[config.mk]
export PLATFORM = sky130hd
export DESIGN_NAME = display_scan_ctrl
export DESIGN_NICKNAME = d
export VERILOG_FILES = /design/src/rtl/disp_pkg.sv /design/src/rtl/scan_tick_gen.sv /design/src/rtl/display_scan_ctrl.sv
export SDC_FILE = /design/constraint.sdc
export NUM_CORES = 1
export LEC_CHECK = 0
export ABC_AREA = 1
export CORE_ASPECT_RATIO = 1.1
export CORE_MARGIN = 5
export CORE_UTILIZATION = 57
export CTS_CLUSTER_DIAMETER = 80
export DETAILED_ROUTE_END_ITERATION = 8
export PLACE_DENSITY = 0.85
export SYNTH_ARGS = -nofsm -noshare
export SYNTH_HDL_FRONTEND = slang
export SYNTH_HIERARCHICAL = 1
export SYNTH_SLANG_ARGS = --single-unit
[constraint.sdc]
create_clock -name clk -period 2.44 [get_ports clk]
set_clock_uncertainty 0.05 [all_clocks]
set_input_delay 0.61 -clock clk [delete_from_list [all_inputs] [get_ports clk]]
set_output_delay 0.61 -clock clk [all_outputs]
set_load 0.005 [all_outputs]
[src/rtl/disp_pkg.sv]
// Shared types and constants for the seven-segment scan controller.
package disp_pkg;
    localparam logic [3:0] BLANK_CODE = 4'hF;
    localparam int         DIGITS     = 4;

    typedef logic [3:0] digit_t;
    typedef enum logic {SHOW, BLANK} scan_state_t;
endpackage

[src/rtl/scan_tick_gen.sv]
// Purpose: free-running divider, one-cycle tick every DIV enabled cycles.
// Latency: tick asserted combinationally in the cycle the count reaches DIV-1.
// Backpressure: none; en low holds the count at zero.
module scan_tick_gen #(
    parameter int DIV = 100000
) (
    input  logic clk,
    input  logic rst,
    input  logic en,
    output logic tick
);
    localparam int W = (DIV > 2) ? $clog2(DIV) : 1;

    logic [W-1:0] cnt;

    assign tick = en && (cnt == W'(DIV - 1));

    always_ff @(posedge clk) begin
        if (rst)
            cnt <= '0;
        else if (!en || tick)
            cnt <= '0;
        else
            cnt <= cnt + 1'b1;
    end
endmodule

[src/rtl/display_scan_ctrl.sv]
// Purpose: 4-digit seven-segment scan scheduler, tear-free frames, dead-time blanking, LZ suppression; SCAN_BLINK_EN adds blink_mask.
// Latency: sel/num/frame_start registered, one cycle after the state change that produces them.
// Backpressure: none; loads outside the frame boundary wait in a single pending slot (last wins).
module display_scan_ctrl
    import disp_pkg::*;
#(
    parameter int REFRESH_DIV  = 100000,
    parameter int BLANK_CYCLES = 8
`ifdef SCAN_BLINK_EN
    ,
    parameter int BLINK_DIV    = 50000000
`endif
) (
    input  logic        clk,
    input  logic        rst,
    input  logic        load,
    input  logic [15:0] digits,
    input  logic        lz_en,
`ifdef SCAN_BLINK_EN
    input  logic [3:0]  blink_mask,
`endif
    output logic [1:0]  sel,
    output logic [3:0]  num,
    output logic        frame_start
);
    localparam int           BW         = (BLANK_CYCLES > 2) ? $clog2(BLANK_CYCLES) : 1;
    localparam logic [BW-1:0] BLANK_LAST = BW'((BLANK_CYCLES > 0) ? BLANK_CYCLES - 1 : 0);

    scan_state_t     state, next_state;
    logic [15:0]     active, pending, next_active;
    logic            pending_valid;
    logic [BW-1:0]   blank_cnt;
    logic            show_en, tick, advance, wrap;
    logic [1:0]      next_sel;
    logic [DIGITS-1:0] lz_hide, blink_hide;
    digit_t          d     [DIGITS];
    digit_t          shown [DIGITS];
    digit_t          num_next;

    // Refresh counter only runs while a digit is on; it sits at zero through dead time.
    assign show_en = (state == SHOW);

    scan_tick_gen #(.DIV(REFRESH_DIV)) u_refresh (
        .clk  (clk),
        .rst  (rst),
        .en   (show_en),
        .tick (tick)
    );

`ifdef SCAN_BLINK_EN
    logic blink_tick, blink_phase;

    scan_tick_gen #(.DIV(BLINK_DIV)) u_blink (
        .clk  (clk),
        .rst  (rst),
        .en   (1'b1),
        .tick (blink_tick)
    );

    always_ff @(posedge clk) begin
        if (rst)
            blink_phase <= 1'b0;
        else if (blink_tick)
            blink_phase <= ~blink_phase;
    end

    assign blink_hide = blink_phase ? blink_mask : '0;
`else
    assign blink_hide = '0;
`endif

    always_comb begin
        advance    = 1'b0;
        next_state = state;
        if (state == SHOW) begin
            if (tick) begin
                if (BLANK_CYCLES == 0)
                    advance = 1'b1;
                else
                    next_state = BLANK;
            end
        end else if (blank_cnt == BLANK_LAST) begin
            advance    = 1'b1;
            next_state = SHOW;
        end
    end

    assign wrap     = advance && (sel == 2'd3);
    assign next_sel = sel + {1'b0, advance};

    // The frame swap and the first digit of the new frame land on the same edge.
    always_comb begin
        next_active = active;
        if (wrap && (pending_valid || load))
            next_active = load ? digits : pending;
    end

    always_comb begin
        for (int i = 0; i < DIGITS; i++)
            d[i] = next_active[4*i +: 4];
    end

    assign lz_hide[3] = lz_en && (d[3] == 4'h0);
    assign lz_hide[2] = lz_hide[3] && (d[2] == 4'h0);
    assign lz_hide[1] = lz_hide[2] && (d[1] == 4'h0);
    assign lz_hide[0] = 1'b0;

    always_comb begin
        for (int i = 0; i < DIGITS; i++)
            shown[i] = (lz_hide[i] || blink_hide[i]) ? BLANK_CODE : d[i];
    end

    assign num_next = (next_state == BLANK) ? BLANK_CODE : shown[next_sel];

    always_ff @(posedge clk) begin
        if (rst) begin
            state         <= SHOW;
            sel           <= 2'd0;
            num           <= BLANK_CODE;
            frame_start   <= 1'b0;
            active        <= 16'h0;
            pending       <= 16'h0;
            pending_valid <= 1'b0;
            blank_cnt     <= '0;
        end else begin
            state       <= next_state;
            sel         <= next_sel;
            num         <= num_next;
            frame_start <= wrap;
            active      <= next_active;

            if (load && !wrap) begin
                pending       <= digits;
                pending_valid <= 1'b1;
            end else if (wrap) begin
                pending_valid <= 1'b0;
            end

            if ((state == BLANK) && !advance)
                blank_cnt <= blank_cnt + 1'b1;
            else
                blank_cnt <= '0;
        end
    end
endmodule

; Yosys cells after proc, flatten, opt, wreduce, memory -nomap -nowiden
; Index checks and enable logic that the tools add are counted.
[totals]
reg_bits = 61
in_bits = 20
output_inout_bits = 7
wordCells = 53
[classes]
addsub = 3
n_lt_le_gt_ge = 1
n_eq_ne = 3
mux = 15
bitwise = 3
n_reduce_logical = 19
[op_table]
columns = cell, count
row1 = 16-bit two-way mux, 2
row2 = 4-bit two-way mux, 5
row3 = "17-bit by 1-bit adder with 17-bit output, second input constant", 1
row4 = "17-bit == test, second input constant", 1
row5 = 4-bit zero test, 3
row6 = 4-bit binary-select mux with 2-bit select, 1
row7 = 1-bit logical AND, 8
row8 = 1-bit two-way mux, 7
row9 = 2-bit OR reduction, 3
row10 = "3-bit by 1-bit adder with 3-bit output, second input constant", 1
row11 = "3-bit == test, second input constant", 1
row12 = "3-bit >= comparator, second input constant", 1
row13 = 2-bit inverter with 3-bit output, 1
row14 = 2-bit by 1-bit adder with 2-bit output, 1
row15 = "2-bit == test, second input constant", 1
row16 = 1-bit zero test, 2
row17 = 1-bit logical OR, 2
row18 = 1-bit inverter, 2
row19 = 2-bit nonzero test, 1

; Depth between registers and ports, before layout
[depth]
ltp_word = 14
ltp_mapped = 14
depth_no_buf = 14

; Cells and area by module
; The synthesis kept the hierarchy.
[modules_own_cells]
columns = mod, instances, cells_each, area_each_um2, seq_area_each_um2
row1 = display_scan_ctrl, 1, 325, 2169.6, 880.8
row2 = scan_tick_gen, 1, 136, 899.6, 340.3

; Worst setup path before layout
; OpenSTA, ideal clock, no wires.
[synth_path]
path_type = reg-to-reg
from = register blank_cnt[0]
to = register num[3]
setup_ns = 0.128
t_arrival_ns = 1.915
t_required_ns = 2.262
setup_slack_ns = 0.347
stages_incl_launch_ff = 12
path_buffers = 1
period_less_slack_ns = 2.093
cell_sequence = dfxtp_1 ha_1 ha_1 nand2_2 inv_1 ha_1 clkbuf_1 clkinv_1 a21oi_1 a21oi_1 nand2_1 nand3_1
[synth_via]
word_cells_on_any_way = 23
cone_classes = 1 x add/sub / 1 x eq/ne / 11 x mux / 1 x bitwise / 9 x reduce/logical
[synth_lines]
columns = element, line_no
row1 = start: declaration, display_scan_ctrl.sv:32  ; logic [BW-1:0] blank_cnt;
row2 = start signal: assignment, display_scan_ctrl.sv:140  ; blank_cnt <= blank_cnt + 1'b1;
row3 = 3-bit == test, display_scan_ctrl.sv:82  ; end else if (blank_cnt == BLANK_LAST) begin
row4 = 1-bit two-way mux, display_scan_ctrl.sv:82
row5 = 1-bit two-way mux, display_scan_ctrl.sv:75  ; if (state == SHOW) begin
row6 = 2-bit by 1-bit adder with 2-bit output, display_scan_ctrl.sv:89  ; assign next_sel = sel + {1'b0, advance};
row7 = net next_sel[0], display_scan_ctrl.sv:34  ; logic [1:0] next_sel;
row8 = 2-bit inverter with 3-bit output (not written as such), display_scan_ctrl.sv:113  ; assign num_next = (next_state == BLANK) ? BLANK_CODE : shown[next_sel];
row9 = 4-bit binary-select mux with 2-bit select, display_scan_ctrl.sv:113
row10 = 4-bit two-way mux (not written as such) (2 in a row), display_scan_ctrl.sv:113
row11 = end signal: assignment, display_scan_ctrl.sv:128  ; num <= num_next;
row12 = end: declaration, display_scan_ctrl.sv:23  ; output logic [3:0] num,
; The timed path passes the listed nets, and every way through them passes these cells. The select of a mux whose other input is x is not followed.
; A chain may end at the register's enable or synchronous reset.

; Worst setup path in the final report
[layout_path]
from = register blank_cnt[0]
to = register num[1]
[layout_via]
elab_chain_cells = 14
word_cells_on_any_way = 23
cone_classes = 1 x add/sub / 1 x eq/ne / 11 x mux / 1 x bitwise / 9 x reduce/logical
[layout_rtl]
columns = element, line_no
row1 = 3-bit == test (*), display_scan_ctrl.sv:82
row2 = 1-bit two-way mux, display_scan_ctrl.sv:82
row3 = 1-bit two-way mux, display_scan_ctrl.sv:75
row4 = 1-bit logical AND, display_scan_ctrl.sv:88  ; assign wrap = advance && (sel == 2'd3);
row5 = 1-bit logical AND, display_scan_ctrl.sv:94  ; if (wrap && (pending_valid || load))
row6 = 16-bit two-way mux, display_scan_ctrl.sv:94
row7 = 4-bit zero test, display_scan_ctrl.sv:103  ; assign lz_hide[3] = lz_en && (d[3] == 4'h0);
row8 = 1-bit logical AND, display_scan_ctrl.sv:103
row9 = 1-bit logical AND, display_scan_ctrl.sv:104  ; assign lz_hide[2] = lz_hide[3] && (d[2] == 4'h0);
row10 = 1-bit logical AND, display_scan_ctrl.sv:105  ; assign lz_hide[1] = lz_hide[2] && (d[1] == 4'h0);
row11 = 4-bit two-way mux, display_scan_ctrl.sv:110  ; shown[i] = (lz_hide[i] || blink_hide[i]) ? BLANK_CODE : d[i];
row12 = 4-bit binary-select mux with 2-bit select, display_scan_ctrl.sv:113
row13 = 4-bit two-way mux (not written as such) (2 in a row), display_scan_ctrl.sv:113
; Every way passes the cells marked *; elsewhere a longest branch is shown, timed or not. The select of a mux whose other input is x is not followed.

==> impl_metrics.prom <==
# TYPE chip_impl_metric gauge
chip_impl_metric{name="die-width",unit="um"} 79.97
chip_impl_metric{name="power_per_cell_area",unit="nW/um^2"} 581.3
chip_impl_metric{name="maximum_number_of_pins_on_one_net_before_global_route_repair",unit=""} 28
chip_impl_info{name="timing.critical_path.slowest_stage_cell",value="dfxtp_1"} 1
chip_impl_info{name="cp-start-kind",value="flip-flop"} 1
chip_impl_metric{name="worst_path_arrival",unit="ns"} 2.41
chip_impl_metric{name="power.static_leakage",unit="uW"} 0.001711
chip_impl_metric{name="ys_async_sr_fraction",unit="%"} 0
chip_impl_metric{name="detailed_place.area",unit="sq um"} 3421
chip_impl_metric{name="design_area",unit="sq um"} 3620
chip_impl_metric{name="critPathRequiredTime",unit="ns"} 2.66
chip_impl_info{name="synthFlopType",value="dfxtp_1"} 1
chip_impl_metric{name="antennaDiodeCount",unit=""} 0
chip_impl_metric{name="drt-total-wl",unit="um"} 6487
chip_impl_metric{name="post-cts-setup-buffers",unit=""} 0
chip_impl_metric{name="synth-warning-count",unit=""} 6
chip_impl_metric{name="area_enclosed_by_the_die_boundary",unit="sq um"} 6954
chip_impl_metric{name="synth_cell_type_count",unit=""} 29
chip_impl_metric{name="cts_num_sinks",unit=""} 61
chip_impl_metric{name="number_of_cts_inserted_buffers",unit=""} 9
chip_impl_metric{name="std_cell_rows",unit=""} 28
chip_impl_metric{name="setup_viol_count_final",unit=""} 0
chip_impl_metric{name="ios",unit=""} 27
chip_impl_metric{name="tns",unit="ns"} 0
chip_impl_metric{name="core",unit="sq um"} 5290
chip_impl_metric{name="clk_pin_slew",unit="ns"} 0.06
chip_impl_metric{name="final.min_clock_period",unit="ns"} 2.187
chip_impl_metric{name="post_route_cells_drive_above_1_share",unit="%"} 7.863
chip_impl_metric{name="initial_core_util",unit="%"} 58.02
chip_impl_metric{name="worstMarginPinSlew",unit="ns"} 0.4851
chip_impl_info{name="synth.area.top_cells",value="dfxtp_1 40%, nand2_1 14%, inv_1 8.9%"} 1
chip_impl_metric{name="syn_area_per_cell",unit="sq um"} 6.658
chip_impl_metric{name="synth_enable_flop_cells",unit=""} 0
chip_impl_info{name="cts-root-buf",value="clkbuf_8"} 1
chip_impl_metric{name="antenna_found_initial",unit=""} 0
chip_impl_metric{name="routedWlPerCell",unit="um"} 11.36
chip_impl_metric{name="cts_max_level",unit=""} 3
chip_impl_metric{name="yosys_register_bits",unit=""} 61
chip_impl_metric{name="maximum_ir_drop_on_the_vdd_rail",unit="V"} 0.0004480
chip_impl_metric{name="chipHeight",unit="um"} 86.96
chip_impl_metric{name="final_antenna_net_count",unit=""} 0
chip_impl_metric{name="worst_skew_pair.late_latency",unit="ns"} 0.33
chip_impl_info{name="yosys.area.top_type",value="dfxtp_1"} 1
chip_impl_metric{name="final_critical_path_setup_slack",unit="ns"} 0.2533
chip_impl_info{name="min-delay-path-class",value="flip-flop to flip-flop"} 1
chip_impl_metric{name="hold_viol",unit=""} 0
chip_impl_info{name="end_kind",value="flip-flop"} 1
chip_impl_info{name="outcome",value="completed"} 1
chip_impl_info{name="tritoncts",value="built"} 1
chip_impl_metric{name="gp_congestion",unit=""} 0.9499
chip_impl_metric{name="maxCapViolCount",unit=""} 0
chip_impl_info{name="worstPathCellList",value="ha_1, ha_1, nand2_2, nor2_8, nand2_4, nand2_1, nand2_1, inv_1, nand2_1, nor2_2, nand3_2, nand2_1, nand2_1, nand3_1"} 1
chip_impl_metric{name="postCtsResizedCells",unit=""} 0
chip_impl_metric{name="dpl_ws",unit="ns"} -0.04796
chip_impl_metric{name="grt-ovfl-total",unit=""} 0
chip_impl_metric{name="synth_top_area_share",unit="%"} 39.79
chip_impl_metric{name="nNetsFinal",unit=""} 517
chip_impl_info{name="criticalPathCategory",value="flip-flop to flip-flop"} 1
chip_impl_metric{name="final_cycle_utilization_of_the_critical_path",unit="%"} 89.62
chip_impl_metric{name="post-route-drc-count",unit=""} 0
chip_impl_metric{name="max_slew_headroom",unit="%"} 67.62
chip_impl_metric{name="finish.utilization",unit="%"} 68.42
chip_impl_metric{name="place_hpwl",unit="um"} 4675
chip_impl_metric{name="grt_util_all_layers",unit="%"} 21.05
chip_impl_metric{name="final_cell_count_no_fill",unit=""} 571
chip_impl_metric{name="holdBufCountCts",unit=""} 0
chip_impl_metric{name="synth-seq-area-share",unit="%"} 39.79
chip_impl_info{name="synth_top_cells_by_count",value="112 x nand2_1, 73 x inv_1, 71 x nor2_1"} 1
chip_impl_metric{name="synthesis.area",unit="sq um"} 3069
chip_impl_metric{name="postSynthCellCount",unit=""} 461
chip_impl_metric{name="areaGrowthSynthToFinish",unit="%"} 17.94
chip_impl_metric{name="crit_path_max_incr_delay",unit="ns"} 0.33
chip_impl_info{name="worst_path_most_repeated_cell",value="nand2_1"} 1
chip_impl_info{name="rsz0062_at_grt",value="no"} 1
chip_impl_metric{name="drt-vias-per-instance",unit=""} 5.023
chip_impl_info{name="synthMostInstantiatedCell",value="nand2_1"} 1
chip_impl_metric{name="critPathMaxFanout",unit=""} 25
chip_impl_metric{name="number_of_max_slew_violations_in_the_final_report",unit=""} 0
chip_impl_metric{name="global_route_wire_length_before_repair",unit="um"} 11590
chip_impl_metric{name="detailroute.via_count",unit=""} 2868
chip_impl_metric{name="first_global_vias",unit=""} 2759
chip_impl_metric{name="detailedRoute.firstPassIterationCount",unit=""} 7
chip_impl_metric{name="maxClockFrequency",unit="GHz"} 0.4573
chip_impl_metric{name="syn-num-nets",unit=""} 485
chip_impl_metric{name="clockBufferDepth",unit=""} 2
chip_impl_metric{name="dp.cells",unit=""} 557
chip_impl_metric{name="port-buffer-count",unit=""} 26
chip_impl_metric{name="final.fill_count",unit=""} 452
chip_impl_metric{name="drtIter0Drc",unit=""} 286
layout by cell type, fill, tap and decap left out, types with 5 or more instances in the layout:
| master | count |
|---|---|
| nand2_1 | 112 |
| inv_1 | 73 |
| nor2_1 | 71 |
| dfxtp_1 | 61 |
| o21ai_0 | 26 |
| a21oi_1 | 26 |
| clkdlybuf4s50_1 | 26 |
| nand3_1 | 25 |
| clkbuf_8 | 12 |
| a211oi_1 | 8 |
| buf_4 | 8 |
| nand4_1 | 6 |
| nor2_2 | 5 |
| xor2_1 | 5 |
layer usage:
metal / vias to the layer above / wire length (um) / share of wire (%) / GRT usage, %
li1: 1499 / - / - / -
met1: 1273 / 2872 / 44 / 24.37
met2: 83 / 3115 / 48 / 36.45
met3: 13 / 369 / 5.7 / 4.244
met4: 0 / 129 / 2.0 / 10.91
met5: - / 0 / 0 / 0
sequential cells by signal, summed over array words and instances (netlist names):
signal	cells
state	1
sel	2
active	16
frame_start	1
num	4
u_refresh/cnt	17
pending	16
pending_valid	1
blank_cnt	3
cell type report:
| class | count | area, sq um | share of cell area [%] |
|---|---|---|---|
| multi-input cells | 311 | 1484 | 41.00 |
| flip-flops and latches | 61 | 1221 | 33.74 |
| repair buffers | 35 | 340.3 | 9.402 |
| inverters | 75 | 281.5 | 7.777 |
| clock buffers | 13 | 168.9 | 4.666 |
| well taps | 75 | 93.84 | 2.592 |
| clock inverters | 1 | 30.03 | 0.8296 |
logic make-up after synthesis:
logic type | synth area share (%)
flip-flops | 39.79
buffers and inverters | 11.86
AND/OR/NAND/NOR | 32.21
XOR/XNOR | 1.998
adder cells (fa/ha/maj) | 1.631
AO/OA/AOI/OAI | 12.52
path summary, 6_finish.rpt:
path | start | endpoint | slack (ns) | cells past startpoint
worst max register to register | blank_cnt[0]$_SDFF_PP0_ | num[1]$_SDFF_PP1_ | 0.25 | 14
worst max-delay path | blank_cnt[0]$_SDFF_PP0_ | num[1]$_SDFF_PP1_ | 0.25 | 14
worst min register to register | blank_cnt[0]$_SDFF_PP0_ | blank_cnt[0]$_SDFF_PP0_ | 0.37 | 1
worst min-delay path | blank_cnt[0]$_SDFF_PP0_ | blank_cnt[0]$_SDFF_PP0_ | 0.37 | 1
worst max-delay path, delay by kind of cell, from the launching register on:
| kind | cells | cell delay [ns] |
|---|---|---|
| DFF | 1 | 0.33 |
| adders and majority gates | 2 | 0.33 |
| and+or+nand+nor | 11 | 1.30 |
| buffers and inverters | 1 | 0.09 |
stage by stage:
stage               power, uW  hold WS (ns)
floorplan                1145        0.3490
global placement         1211        0.3565
detailed placement       1215        0.3671
CTS                      2120        0.3761
global route             2199        0.3905
finish                   2104        0.3715
power breakdown:
| part | switching [uW] | internal (uW) | total [uW] |
|---|---|---|---|
| clock network | 363 | 545 | 908 |
| registers | 11.2 | 1020 | 1030 |
| logic | 87.2 | 74.0 | 161 |
No activity file was read; power rests on OpenSTA's default activity.
